File: src/rtl/order_ref_stream_decoder_pkg.sv
// itch_decode_pkg: message-type codes, decoder FSM state encoding, record
// kind and default field sizes for the ITCH order-modify stream decoder.
package itch_decode_pkg;

  localparam logic [7:0] MSG_DELETE = 8'h44;
  localparam logic [7:0] MSG_CANCEL = 8'h58;

  localparam int DEF_REF_BYTES    = 8;
  localparam int DEF_SHARES_BYTES = 4;

  typedef enum logic [2:0] {
    S_IDLE   = 3'd0,
    S_REF    = 3'd1,
    S_SHARES = 3'd2,
    S_SKIP   = 3'd3
`ifdef ORDER_DECODER_LEN_CHECK_EN
    ,
    S_DONE   = 3'd4
`endif
  } dec_state_e;

  typedef enum logic {
    KIND_DELETE = 1'b0,
    KIND_CANCEL = 1'b1
  } msg_kind_e;

  function automatic int max_bytes(input int a, input int b);
    return (a > b) ? a : b;
  endfunction

endpackage

File: src/rtl/order_ref_stream_decoder_fifo.sv
// order_msg_fifo: synchronous FIFO for decoded records. Full/empty come
// straight from the registered occupancy count so in_ready upstream never
// depends combinationally on the consumer. Head data reads as zero when empty.
module order_msg_fifo #(
  parameter int WIDTH = 8,
  parameter int DEPTH = 4
) (
  input  logic             clk_i,
  input  logic             rst_i,
  input  logic             push_i,
  input  logic [WIDTH-1:0] push_data_i,
  input  logic             pop_i,
  output logic [WIDTH-1:0] pop_data_o,
  output logic             full_o,
  output logic             empty_o
);

  localparam int AW = $clog2(DEPTH);

  logic [WIDTH-1:0] mem_q [DEPTH];
  logic [AW-1:0]    wr_q, rd_q;
  logic [AW:0]      count_q;
  logic             do_push, do_pop;

  assign full_o     = (count_q == (AW+1)'(DEPTH));
  assign empty_o    = (count_q == '0);
  assign do_push    = push_i & ~full_o;
  assign do_pop     = pop_i & ~empty_o;
  assign pop_data_o = empty_o ? '0 : mem_q[rd_q];

  // storage write; contents are don't-care until counted as occupied
  always_ff @(posedge clk_i) begin
    if (do_push) mem_q[wr_q] <= push_data_i;
  end

  // pointers and occupancy count
  always_ff @(posedge clk_i) begin
    if (rst_i) begin
      wr_q    <= '0;
      rd_q    <= '0;
      count_q <= '0;
    end else begin
      if (do_push) wr_q <= wr_q + AW'(1);
      if (do_pop)  rd_q <= rd_q + AW'(1);
      case ({do_push, do_pop})
        2'b10:   count_q <= count_q + (AW+1)'(1);
        2'b01:   count_q <= count_q - (AW+1)'(1);
        default: count_q <= count_q;
      endcase
    end
  end

endmodule

File: src/rtl/order_ref_stream_decoder.sv
// order_ref_stream_decoder: byte-serial decoder for ITCH Delete ('D') and
// Order Cancel ('X') messages, fields assembled MSB-first, records buffered
// in order_msg_fifo behind a valid/ready handshake.
// Optional build macro ORDER_DECODER_LEN_CHECK_EN adds the DONE state that
// flags bytes arriving after a complete message as a length overrun.
//
// state  | meaning
// IDLE   | no message open; non-sop bytes dropped
// REF    | collecting order reference bytes
// SHARES | collecting cancelled-shares bytes ('X' only)
// SKIP   | unknown type or overrun; drop until next sop
// DONE   | (len check only) message complete, waiting for sop
module order_ref_stream_decoder
  import itch_decode_pkg::*;
#(
  parameter int REF_BYTES    = DEF_REF_BYTES,
  parameter int SHARES_BYTES = DEF_SHARES_BYTES,
  parameter int FIFO_DEPTH   = 4
) (
  input  logic                      clk_i,
  input  logic                      rst_i,
  input  logic                      in_valid_i,
  input  logic                      in_sop_i,
  input  logic [7:0]                in_byte_i,
  output logic                      in_ready_o,
  output logic                      out_valid_o,
  input  logic                      out_ready_i,
  output logic                      out_is_cancel_o,
  output logic [8*REF_BYTES-1:0]    out_ref_o,
  output logic [8*SHARES_BYTES-1:0] out_shares_o,
  output logic                      err_pulse_o
);

  localparam int REF_W = 8 * REF_BYTES;
  localparam int SH_W  = 8 * SHARES_BYTES;
  localparam int REC_W = 1 + REF_W + SH_W;
  localparam int CNT_W = $clog2(max_bytes(REF_BYTES, SHARES_BYTES)) + 1;

  localparam logic [CNT_W-1:0] REF_LAST = CNT_W'(REF_BYTES - 1);
  localparam logic [CNT_W-1:0] SH_LAST  = CNT_W'(SHARES_BYTES - 1);

  localparam logic [2:0] ST_IDLE   = S_IDLE;
  localparam logic [2:0] ST_REF    = S_REF;
  localparam logic [2:0] ST_SHARES = S_SHARES;
  localparam logic [2:0] ST_SKIP   = S_SKIP;
`ifdef ORDER_DECODER_LEN_CHECK_EN
  localparam logic [2:0] ST_DONE   = S_DONE;
  localparam logic [2:0] ST_EXIT   = ST_DONE;
`else
  localparam logic [2:0] ST_EXIT   = ST_IDLE;
`endif

  logic [2:0]       state_q, state_d;
  logic [CNT_W-1:0] cnt_q, cnt_d;
  msg_kind_e        kind_q, kind_d;
  logic [REF_W-1:0] ref_q, ref_d;
  logic [SH_W-1:0]  sh_q, sh_d;
  logic             err_q, err_d;

  logic             accept;
  logic             push;
  logic [REC_W-1:0] push_data;
  logic [REC_W-1:0] head_data;
  logic             fifo_full, fifo_empty;

  assign in_ready_o  = ~fifo_full;
  assign accept      = in_valid_i & in_ready_o;
  assign out_valid_o = ~fifo_empty;
  assign err_pulse_o = err_q;

  assign out_is_cancel_o = head_data[REC_W-1];
  assign out_ref_o       = head_data[REC_W-2 -: REF_W];
  assign out_shares_o    = head_data[SH_W-1:0];

  // next-state decode for each accepted byte; a sop always restarts decoding
  always_comb begin
    state_d   = state_q;
    cnt_d     = cnt_q;
    kind_d    = kind_q;
    ref_d     = ref_q;
    sh_d      = sh_q;
    err_d     = 1'b0;
    push      = 1'b0;
    push_data = {kind_q, ref_q, sh_q};
    if (accept) begin
      if (in_sop_i) begin
        // a sop mid-field truncates the open message; the sop is still decoded
        if (state_q == ST_REF || state_q == ST_SHARES) err_d = 1'b1;
        cnt_d  = '0;
        kind_d = KIND_DELETE;
        if (in_byte_i == MSG_DELETE) begin
          state_d = ST_REF;
        end else if (in_byte_i == MSG_CANCEL) begin
          kind_d  = KIND_CANCEL;
          state_d = ST_REF;
        end else begin
          state_d = ST_SKIP;
        end
      end else begin
        case (state_q)
          ST_REF: begin
            ref_d = (ref_q << 8) | REF_W'(in_byte_i);
            if (cnt_q == REF_LAST) begin
              cnt_d = '0;
              if (kind_q == KIND_CANCEL) begin
                state_d = ST_SHARES;
              end else begin
                push      = 1'b1;
                push_data = {1'b0, ref_d, {SH_W{1'b0}}};
                state_d   = ST_EXIT;
              end
            end else begin
              cnt_d = cnt_q + CNT_W'(1);
            end
          end
          ST_SHARES: begin
            sh_d = (sh_q << 8) | SH_W'(in_byte_i);
            if (cnt_q == SH_LAST) begin
              cnt_d     = '0;
              push      = 1'b1;
              push_data = {1'b1, ref_q, sh_d};
              state_d   = ST_EXIT;
            end else begin
              cnt_d = cnt_q + CNT_W'(1);
            end
          end
`ifdef ORDER_DECODER_LEN_CHECK_EN
          ST_DONE: begin
            // byte beyond a complete message; record already pushed stays
            err_d   = 1'b1;
            state_d = ST_SKIP;
          end
`endif
          default: ;
        endcase
      end
    end
  end

  // decoder state, accumulators and error pulse register
  always_ff @(posedge clk_i) begin
    if (rst_i) begin
      state_q <= ST_IDLE;
      cnt_q   <= '0;
      kind_q  <= KIND_DELETE;
      ref_q   <= '0;
      sh_q    <= '0;
      err_q   <= 1'b0;
    end else begin
      state_q <= state_d;
      cnt_q   <= cnt_d;
      kind_q  <= kind_d;
      ref_q   <= ref_d;
      sh_q    <= sh_d;
      err_q   <= err_d;
    end
  end

  order_msg_fifo #(
    .WIDTH (REC_W),
    .DEPTH (FIFO_DEPTH)
  ) u_fifo (
    .clk_i       (clk_i),
    .rst_i       (rst_i),
    .push_i      (push),
    .push_data_i (push_data),
    .pop_i       (out_ready_i),
    .pop_data_o  (head_data),
    .full_o      (fifo_full),
    .empty_o     (fifo_empty)
  );

endmodule

File: config.mk
export PLATFORM = sky130hd
export DESIGN_NAME = order_ref_stream_decoder
export DESIGN_NICKNAME = d
export VERILOG_FILES = /design/src/rtl/order_ref_stream_decoder_pkg.sv /design/src/rtl/order_ref_stream_decoder_fifo.sv /design/src/rtl/order_ref_stream_decoder.sv
export SDC_FILE = /design/constraint.sdc
export NUM_CORES = 1
export LEC_CHECK = 0
export CAP_MARGIN = 30
export CORE_MARGIN = 2
export CORE_UTILIZATION = 55
export DETAILED_ROUTE_END_ITERATION = 10
export PLACE_DENSITY = 0.74
export SLEW_MARGIN = 30
export SYNTH_ARGS = -nofsm -noshare
export SYNTH_HDL_FRONTEND = slang
export SYNTH_HIERARCHICAL = 1
export SYNTH_SLANG_ARGS = --single-unit
File: constraint.sdc
create_clock -name clk_i -period 8.2 [get_ports clk_i]
set_input_delay 1.64 -clock clk_i [delete_from_list [all_inputs] [get_ports clk_i]]
set_output_delay 1.64 -clock clk_i [all_outputs]
set_load 0.01 [all_outputs]
==> results of run 1 <==
==> cells in the mapped netlist (3+ instances only) <==
library cell / n / share of area (%)
clkbuf_1: 50 / 0.92
o21a_1: 8 / 0.29
nor3b_1: 5 / 0.18
nand2_1: 208 / 3.8
nor2_1: 9 / 0.17
and2_1: 6 / 0.18
buf_8: 3 / 0.22
nand2b_1: 8 / 0.25
nor2b_1: 103 / 3.2
mux4_2: 97 / 11
buf_2: 26 / 0.64
and3_1: 13 / 0.40
or3_1: 3 / 0.092
dfxtp_1: 113 / 11
ha_1: 8 / 0.49
buf_6: 9 / 0.50
a21oi_1: 127 / 3.1
buf_4: 4 / 0.15
a22o_1: 68 / 2.9
xor2_1: 4 / 0.17
inv_1: 12 / 0.22
edfxtp_1: 388 / 57
nor3_1: 5 / 0.12
o21ai_0: 63 / 1.5
==> metrics by stage <==
step	cells	hold slack, ps
final	1968	458
after detailed placement	1881	448
after CTS	1967	454
after global routing	1968	481
after global placement	1879	442
after floorplan	1372	436
==> metal layers <==
layer / share of wire [%] / vias to the layer above / track usage (%)
met5: 0 / - / 0
met4: 2.1 / 0 / 5.98
met3: 5.7 / 65 / 3.15
met2: 49 / 398 / 36.5
met1: 43 / 6005 / 32.3
li1: - / 5353 / -
==> cells by family after synthesis <==
logic type	after synthesis	synth area share [%]
buffers and inverters	106	2.69
multiplexers	99	10.8
AO/OA/AOI/OAI	275	8.22
adder cells (fa/ha/maj)	9	0.589
AND/OR/NAND/NOR	378	9.28
flip-flops	501	68.2
XOR/XNOR	4	0.172
==> how the worst max path moves through the flow <==
stage	startpoint	to	slack, ps	depth (start not counted)
final	in_sop_i	u_fifo/mem_q[2][95]$_DFFE_PP_	3080	9
after global routing	in_sop_i	u_fifo/mem_q[2][85]$_DFFE_PP_	2830	9
after CTS	in_sop_i	u_fifo/mem_q[2][79]$_DFFE_PP_	3130	9
after detailed placement	in_sop_i	u_fifo/mem_q[2][70]$_DFFE_PP_	2560	9
after global placement	in_sop_i	u_fifo/mem_q[3][18]$_DFFE_PP_	2340	9
after floorplan	in_sop_i	u_fifo/mem_q[0][0]$_DFFE_PP_	2380	9
==> registers in the layout, indices dropped and copies added (netlist names), named ones only <==
register / flops
kind_q: 1
u_fifo/wr_q: 2
u_fifo/mem_q: 388
cnt_q: 4
ref_q: 64
u_fifo/rd_q: 2
err_pulse_o: 1
sh_q: 32
state_q: 2
u_fifo/count_q: 3
==> power by group through the flow <==
stage / clock [µW] / sequential (µW) / combinational, µW
final: 2130 / 2700 / 61.3
after global routing: 2250 / 2700 / 65.5
after CTS: 2150 / 2700 / 60.7
after detailed placement: 0 / 2760 / 60.5
after global placement: 0 / 2760 / 59.8
after floorplan: 0 / 2760 / 39.4
==> tightest hold or removal path, delay by kind of cell, from the launching register on <==
family / cells / cell delay, ps
DFF: 1 / 310
and+or+nand+nor: 1 / 50
AOI/OAI and AO/OA: 1 / 50
==> area by class of cell <==
cell class	instances	area, µm²
tap	468	586
inverter	12	45.0
clock buffer	69	1330
fill	2579	13200
timing repair buffer	136	1330
sequential	501	13900
multi-input combinational	765	5950
clock inverter	17	183
==> results by group, run 1 <==
Hold path
  • Hold path depth: 2
  • Hold Path Sink: sh_q[27]$_SDFFE_PP0P_
  • Hold wc startpoint: sh_q[27]$_SDFFE_PP0P_
  • Min-delay worst type: flop to flop

STA
  • Minimum clock period: 5120 ps
  • Max Clock Skew: about 25 ps
  • Setup ws final: 3080 ps
  • Worst Max-Slew Pin Slew: 968 ps
  • Final period utilization: between 60% and 70%
  • Max Fclk: 0.195 GHz
  • Setup TNS: 0 ps
  • Final Hold Vio Count: 0
  • Relative slew slack: a little over a third
  • Final Slew Violations: 0
  • Unrepaired setup endpoints after global routing: false
  • Setup-failing EPs final: 0

Drt
  • Detailed Routing Iterations Pass 1: 5
  • Via Count: ~12000
  • Starting DRT DRC Count: roughly 1100
  • DRT Wirelength: ~43 mm
  • DR WL/cell: approximately 22 µm
  • Final ANT Viol Nets: 0
  • Vias per Instance: between 6 and 7
  • Remaining DRCs: 0

Pwr
  • Power share of the clock group: 43.5%
  • Sw frac: between 10% and 20%
  • Power Density: about 210 nW/µm²
  • Comb pwr share: ~1.3%
  • Flop pwr share: between 50 and 60%
  • Overall power: just under 5000 µW
  • Switch Pwr: between 900 and 1000 µW
  • Leak: between 0.007 and 0.008 µW
  • Internal power component: roughly 4000 µW
  • Max VDD drop: around 0.18 mV

Critical path
  • CP arrival: between 5000 and 6000 ps
  • Reg2Reg Depth: 10
  • Reg-to-Reg Start: u_fifo/count_q[1]$_SDFFE_PP0P_
  • CP delay by family, top: simple AND/OR/NAND/NOR gates
  • Worst setup EP type: flop
  • Max FO, Critical Path: 41
  • Critical Path Start Type: input pin
  • Critical path's largest stage delay: around 700 ps
  • Worst-path cell chain: clkdlybuf4s50_1 -> nor3b_2 -> nand2_2 -> nor4_4 -> or2_2 -> inv_1 -> nor2_1 -> and2_4 -> buf_4
  • FF-to-FF End: u_fifo/mem_q[2][95]$_DFFE_PP_
  • Worst R2R Setup Slack: ~4200 ps
  • Crit path required time: between 8000 and 9000 ps
  • Crit path buf inv count: 3
  • Crit-path slowest cell: and2_4
  • Setup CP Type: input pin to flop

Cells and area
  • Layout net count: between 1000 and 1500
  • Share of cells above drive strength 1: between 10% and 20%
  • Final Cell Area: ~23000 µm²
  • Most frequent cells in the layout: 388 x edfxtp_1, 207 x nand2_1, 127 x a21oi_1, 111 x dfxtp_1, 111 x clkdlybuf4s50_1
  • Most common cell after layout, fill and taps aside: edfxtp_1
  • Final Core Density: between 60% and 70%
  • Diode count: 0
  • Area grow syn2layout: 14.5%

Synth
  • Post-Syn Instances: between 1000 and 1500
  • Synthesized area: roughly 20000 µm²
  • Ys async rst share: 0%
  • Synth Warn #: 6
  • Syn Nets: 1394
  • Sequential share of the synthesized area: ~68%
  • Unique masters post-synth: 49
  • Syn_area_per_cell: between 10 and 15 µm²
  • Synth Register Bits: between 500 and 600
  • Dominant register cell in the synthesized netlist: edfxtp_1
  • EDFF count, synth: 388

Floorplan
  • Core Footprint: between 30000 and 40000 µm²
  • Die H: about 200 µm
  • Initial core utilization: 55.8%
  • Row count: 70
  • Die W: between 150 and 200 µm
  • Die area: a little under 40000 µm²
  • IO Pins: 113

Global route
  • Overflow left after global routing: 0
  • Largest net degree at the start of global routing: 77
  • Initial antenna violation count: 0
  • Vias in the first global route: about 12000
  • First-pass GRT wire length: 66.7 mm
  • GRT Total Usage: 22.4%

Clocking
  • CTS sink cnt: 501
  • Worst-Skew Late Latency: 560 ps
  • Post-CTS Setup Bufs: 0
  • Cts repair resizes: 0
  • Root Driver: clkbuf_16
  • Max Buffers Root-to-Sink: 3
  • CTS H-Tree Depth: 2
  • CTS tree: done
  • # hold bufs at CTS: 0
  • Num CTS Buffers: 47
  • CTS clk-pin slew, worst paths: ~60 ps

Placed design
  • Final HPWL DP: approximately 26 mm
  • Cell Area, Placed: about 22000 µm²
  • DP Worst Slack: 2560 ps
  • Number of I/O port buffers: 112
  • GPL Wtd Cong: 0.799

Flow run
  • Max-Cap Viols: 0

Outcome
  • Outcome: finished, final reports clean
Power figures use the tool's default switching activity.
==> run 2: changes to the inputs <==
--- a/config.mk
+++ b/config.mk
@@ -7,9 +7,9 @@
 export LEC_CHECK = 0
 export CAP_MARGIN = 30
 export CORE_MARGIN = 2
-export CORE_UTILIZATION = 55
+export CORE_UTILIZATION = 54
 export DETAILED_ROUTE_END_ITERATION = 10
-export PLACE_DENSITY = 0.74
+export PLACE_DENSITY = 0.76
 export SLEW_MARGIN = 30
 export SYNTH_ARGS = -nofsm -noshare
 export SYNTH_HDL_FRONTEND = slang
==> constraint.sdc (replaced) <==
create_clock -name clk_i -period 4.5 [get_ports clk_i]
set_input_delay 0.9 -clock clk_i [delete_from_list [all_inputs] [get_ports clk_i]]
set_output_delay 0.9 -clock clk_i [all_outputs]
set_load 0.01 [all_outputs]
==> run 2 against run 1 <==
  * Sequential cell count is the same
  * Sequential share of layout area decreased by 0.68 points
  * Setup slack worse by 2300 ps
  * Highest routed layer unchanged
  * Largest cell class unchanged
  * Global-route usage grew 0.61 points
  * Clock power rose by 80%
==> results by group, run 2 (same netlist as run 1, synthesis figures left out) <==
Outcome
  • Outcome: finished, final reports clean

Pwr
  • Internal power component: 7120 µW (+81%)
  • Leak: 0.00758 µW (+1.4%)
  • Power Density: 376 nW/µm² (+79%)
  • Comb pwr share: 1.3% (about the same)
  • Switch Pwr: 1750 µW (+84%)
  • Sw frac: 19.8% (+0.29 points)
  • Overall power: 8870 µW (+81%)
  • Power share of the clock group: 43.1% (-0.4 points)
  • Flop pwr share: 55.5% (+0.2 points)
  • Max VDD drop: 0.254 mV (+42%)

STA
  • Setup-failing EPs final: 0 (unchanged)
  • Max Fclk: about 0.27 GHz
  • Unrepaired setup endpoints after global routing: false
  • Setup TNS: 0 ps (unchanged)
  • Relative slew slack: 43.8% (+8.8 points)
  • Minimum clock period: between 3000 and 4000 ps
  • Max Clock Skew: 27.8 ps (+2.58 ps)
  • Final Hold Vio Count: 0 (unchanged)
  • Final Slew Violations: 0 (unchanged)
  • Worst Max-Slew Pin Slew: 842 ps (-126 ps)
  • Final period utilization: just over 80%

Critical path
  • Critical path's largest stage delay: 760 ps (+60 ps)
  • Worst-path cell chain: buf_12 -> mux4_2 -> nor2b_1 -> clkdlybuf4s50_1
  • Reg2Reg Depth: 14 (+4)
  • Max FO, Critical Path: 45 (+9.8%)
  • Crit-path slowest cell: dfxtp_4
  • FF-to-FF End: u_fifo/count_q[2]$_SDFFE_PP0P_
  • Setup CP Type: flop to output pin
  • Crit path required time: 3600 ps (-4780 ps)
  • Critical Path Start Type: flop
  • Crit path buf inv count: 2 (-1)
  • CP delay by family, top: buffers and inverters
  • CP arrival: 2820 ps (-2490 ps)
  • Worst setup EP type: output pin
  • Reg-to-Reg Start: state_q[0]$_SDFFE_PP0P_
  • Worst R2R Setup Slack: 1150 ps (-3040 ps)

Drt
  • Remaining DRCs: 0 (unchanged)
  • Vias per Instance: 5.98 (-0.52%)
  • DR WL/cell: 21.9 µm (-0.25%)
  • Final ANT Viol Nets: 0 (unchanged)
  • Via Count: 12130 (+2.6%)
  • Detailed Routing Iterations Pass 1: 6 (+1)
  • DRT Wirelength: 44.5 mm (+2.9%)
  • Starting DRT DRC Count: 1268 (+17%)

Clocking
  • Root Driver: clkbuf_16
  • CTS tree: done
  • # hold bufs at CTS: 0 (unchanged)
  • Worst-Skew Late Latency: 560 ps (about the same)
  • CTS H-Tree Depth: 2 (unchanged)
  • Max Buffers Root-to-Sink: 3 (unchanged)
  • Post-CTS Setup Bufs: 0 (unchanged)
  • CTS clk-pin slew, worst paths: 60 ps (about the same)
  • Cts repair resizes: 0 (unchanged)
  • CTS sink cnt: 501 (unchanged)
  • Num CTS Buffers: 49 (+4.3%)

Placed design
  • GPL Wtd Cong: 0.851 (+6.5%)
  • Number of I/O port buffers: 112 (unchanged)
  • Cell Area, Placed: 22100 µm² (+1.2%)
  • Final HPWL DP: 27.1 mm (+5.4%)

Floorplan
  • Die area: 39300 µm² (+1.8%)
  • Die H: 198 µm (+0.90%)
  • Row count: 71 (+1.4%)
  • Die W: 198 µm (+0.90%)
  • IO Pins: 113 (unchanged)
  • Initial core utilization: 54.5% (-1.3 points)
  • Core Footprint: 37400 µm² (+2.4%)

Hold path
  • Hold wc startpoint: sh_q[28]$_SDFFE_PP0P_
  • Hold path depth: 2 (unchanged)
  • Hold Path Sink: sh_q[28]$_SDFFE_PP0P_
  • Min-delay worst type: flop to flop

Cells and area
  • Final Cell Area: 23600 µm² (+1.2%)
  • Fillers: 2622 (+1.7%)
  • Layout net count: 1501 (+1.1%)
  • Largest regs: u_fifo/mem_q: 388 flops, ref_q: 64 flops, sh_q: 32 flops
  • Diode count: 0 (unchanged)
  • Area grow syn2layout: 15.8%
  • Share of cells above drive strength 1: 14.9% (+0.81 points)
  • Most common cell after layout, fill and taps aside: edfxtp_1
  • Most frequent cells in the layout: 388 x edfxtp_1, 207 x nand2_1, 127 x a21oi_1, 111 x dfxtp_1, 111 x clkdlybuf4s50_1
  • Max FFs per register: 388 (unchanged)
  • Top reg by flops: u_fifo/mem_q

Flow run
  • Max-Cap Viols: 0 (unchanged)

Global route
  • Largest net degree at the start of global routing: 76 (-1.3%)
  • GRT Total Usage: 23.0% (+0.61 points)
  • First-pass GRT wire length: 68.5 mm (+2.7%)
  • Overflow left after global routing: 0 (unchanged)
  • Initial antenna violation count: 2 (+2)
  • Vias in the first global route: 11838 (+1.7%)
run 2: layout make-up:
cell class                 instances  area (µm²)  area share [%]
sequential                       501       13900            59.0
multi-input combinational        765        5950            25.2
timing repair buffer             150        1540            6.53
clock buffer                      64        1340            5.69
tap                              511         639            2.71
clock inverter                    27         176           0.747
inverter                          12        45.0           0.191
run 2: tightest hold or removal path: stages (launching register included):
cell and delay [ps]:
dfxtp_1 310, nand2_1 50, a21oi_1 60
run 2: layer usage:
metal / wire length, µm / part of all wire [%] / track usage [%]
met1: 18500 / 42 / 33.0
met2: 21600 / 48 / 37.1
met3: 3490 / 7.8 / 3.75
met5: 0 / 0 / 0
met4: 972 / 2.2 / 6.24
run 2: worst max path at each step:
stage,start,end,slack (ps),depth (start not counted)
after floorplan,in_sop_i,u_fifo/mem_q[0][0]$_DFFE_PP_,490,9
after global placement,in_sop_i,u_fifo/mem_q[1][45]$_DFFE_PP_,570,8
after detailed placement,in_sop_i,u_fifo/count_q[2]$_SDFFE_PP0P_,500,13
after CTS,flop,out_ref_o[11],750,4
after global routing,flop,out_ref_o[11],680,4
final,flop,out_ref_o[11],780,4
run 2: power by group through the flow:
stage	Combinational [µW]	Sequential (µW)	Clock, µW
global placement	114	5020	0
detailed placement	116	5020	0
CTS	117	4930	3880
finish	119	4930	3830
global route	126	4920	4080
floorplan	71.8	5020	0
run 2: stage by stage:
| stage | setup WS, ps | hold WS [ps] | util [%] | std cells |
|---|---|---|---|---|
| 2_1_floorplan | 487 | 436 | - | 1372 |
| 3_3_place_gp | 573 | 442 | 59.1 | 1939 |
| 3_5_place_dp | 500 | 456 | 59.1 | 1939 |
| 4_1_cts | 745 | 464 | 63.1 | 2030 |
| 5_1_grt | 681 | 475 | 63.1 | 2030 |
| 6_report | 784 | 462 | 63.1 | 2030 |
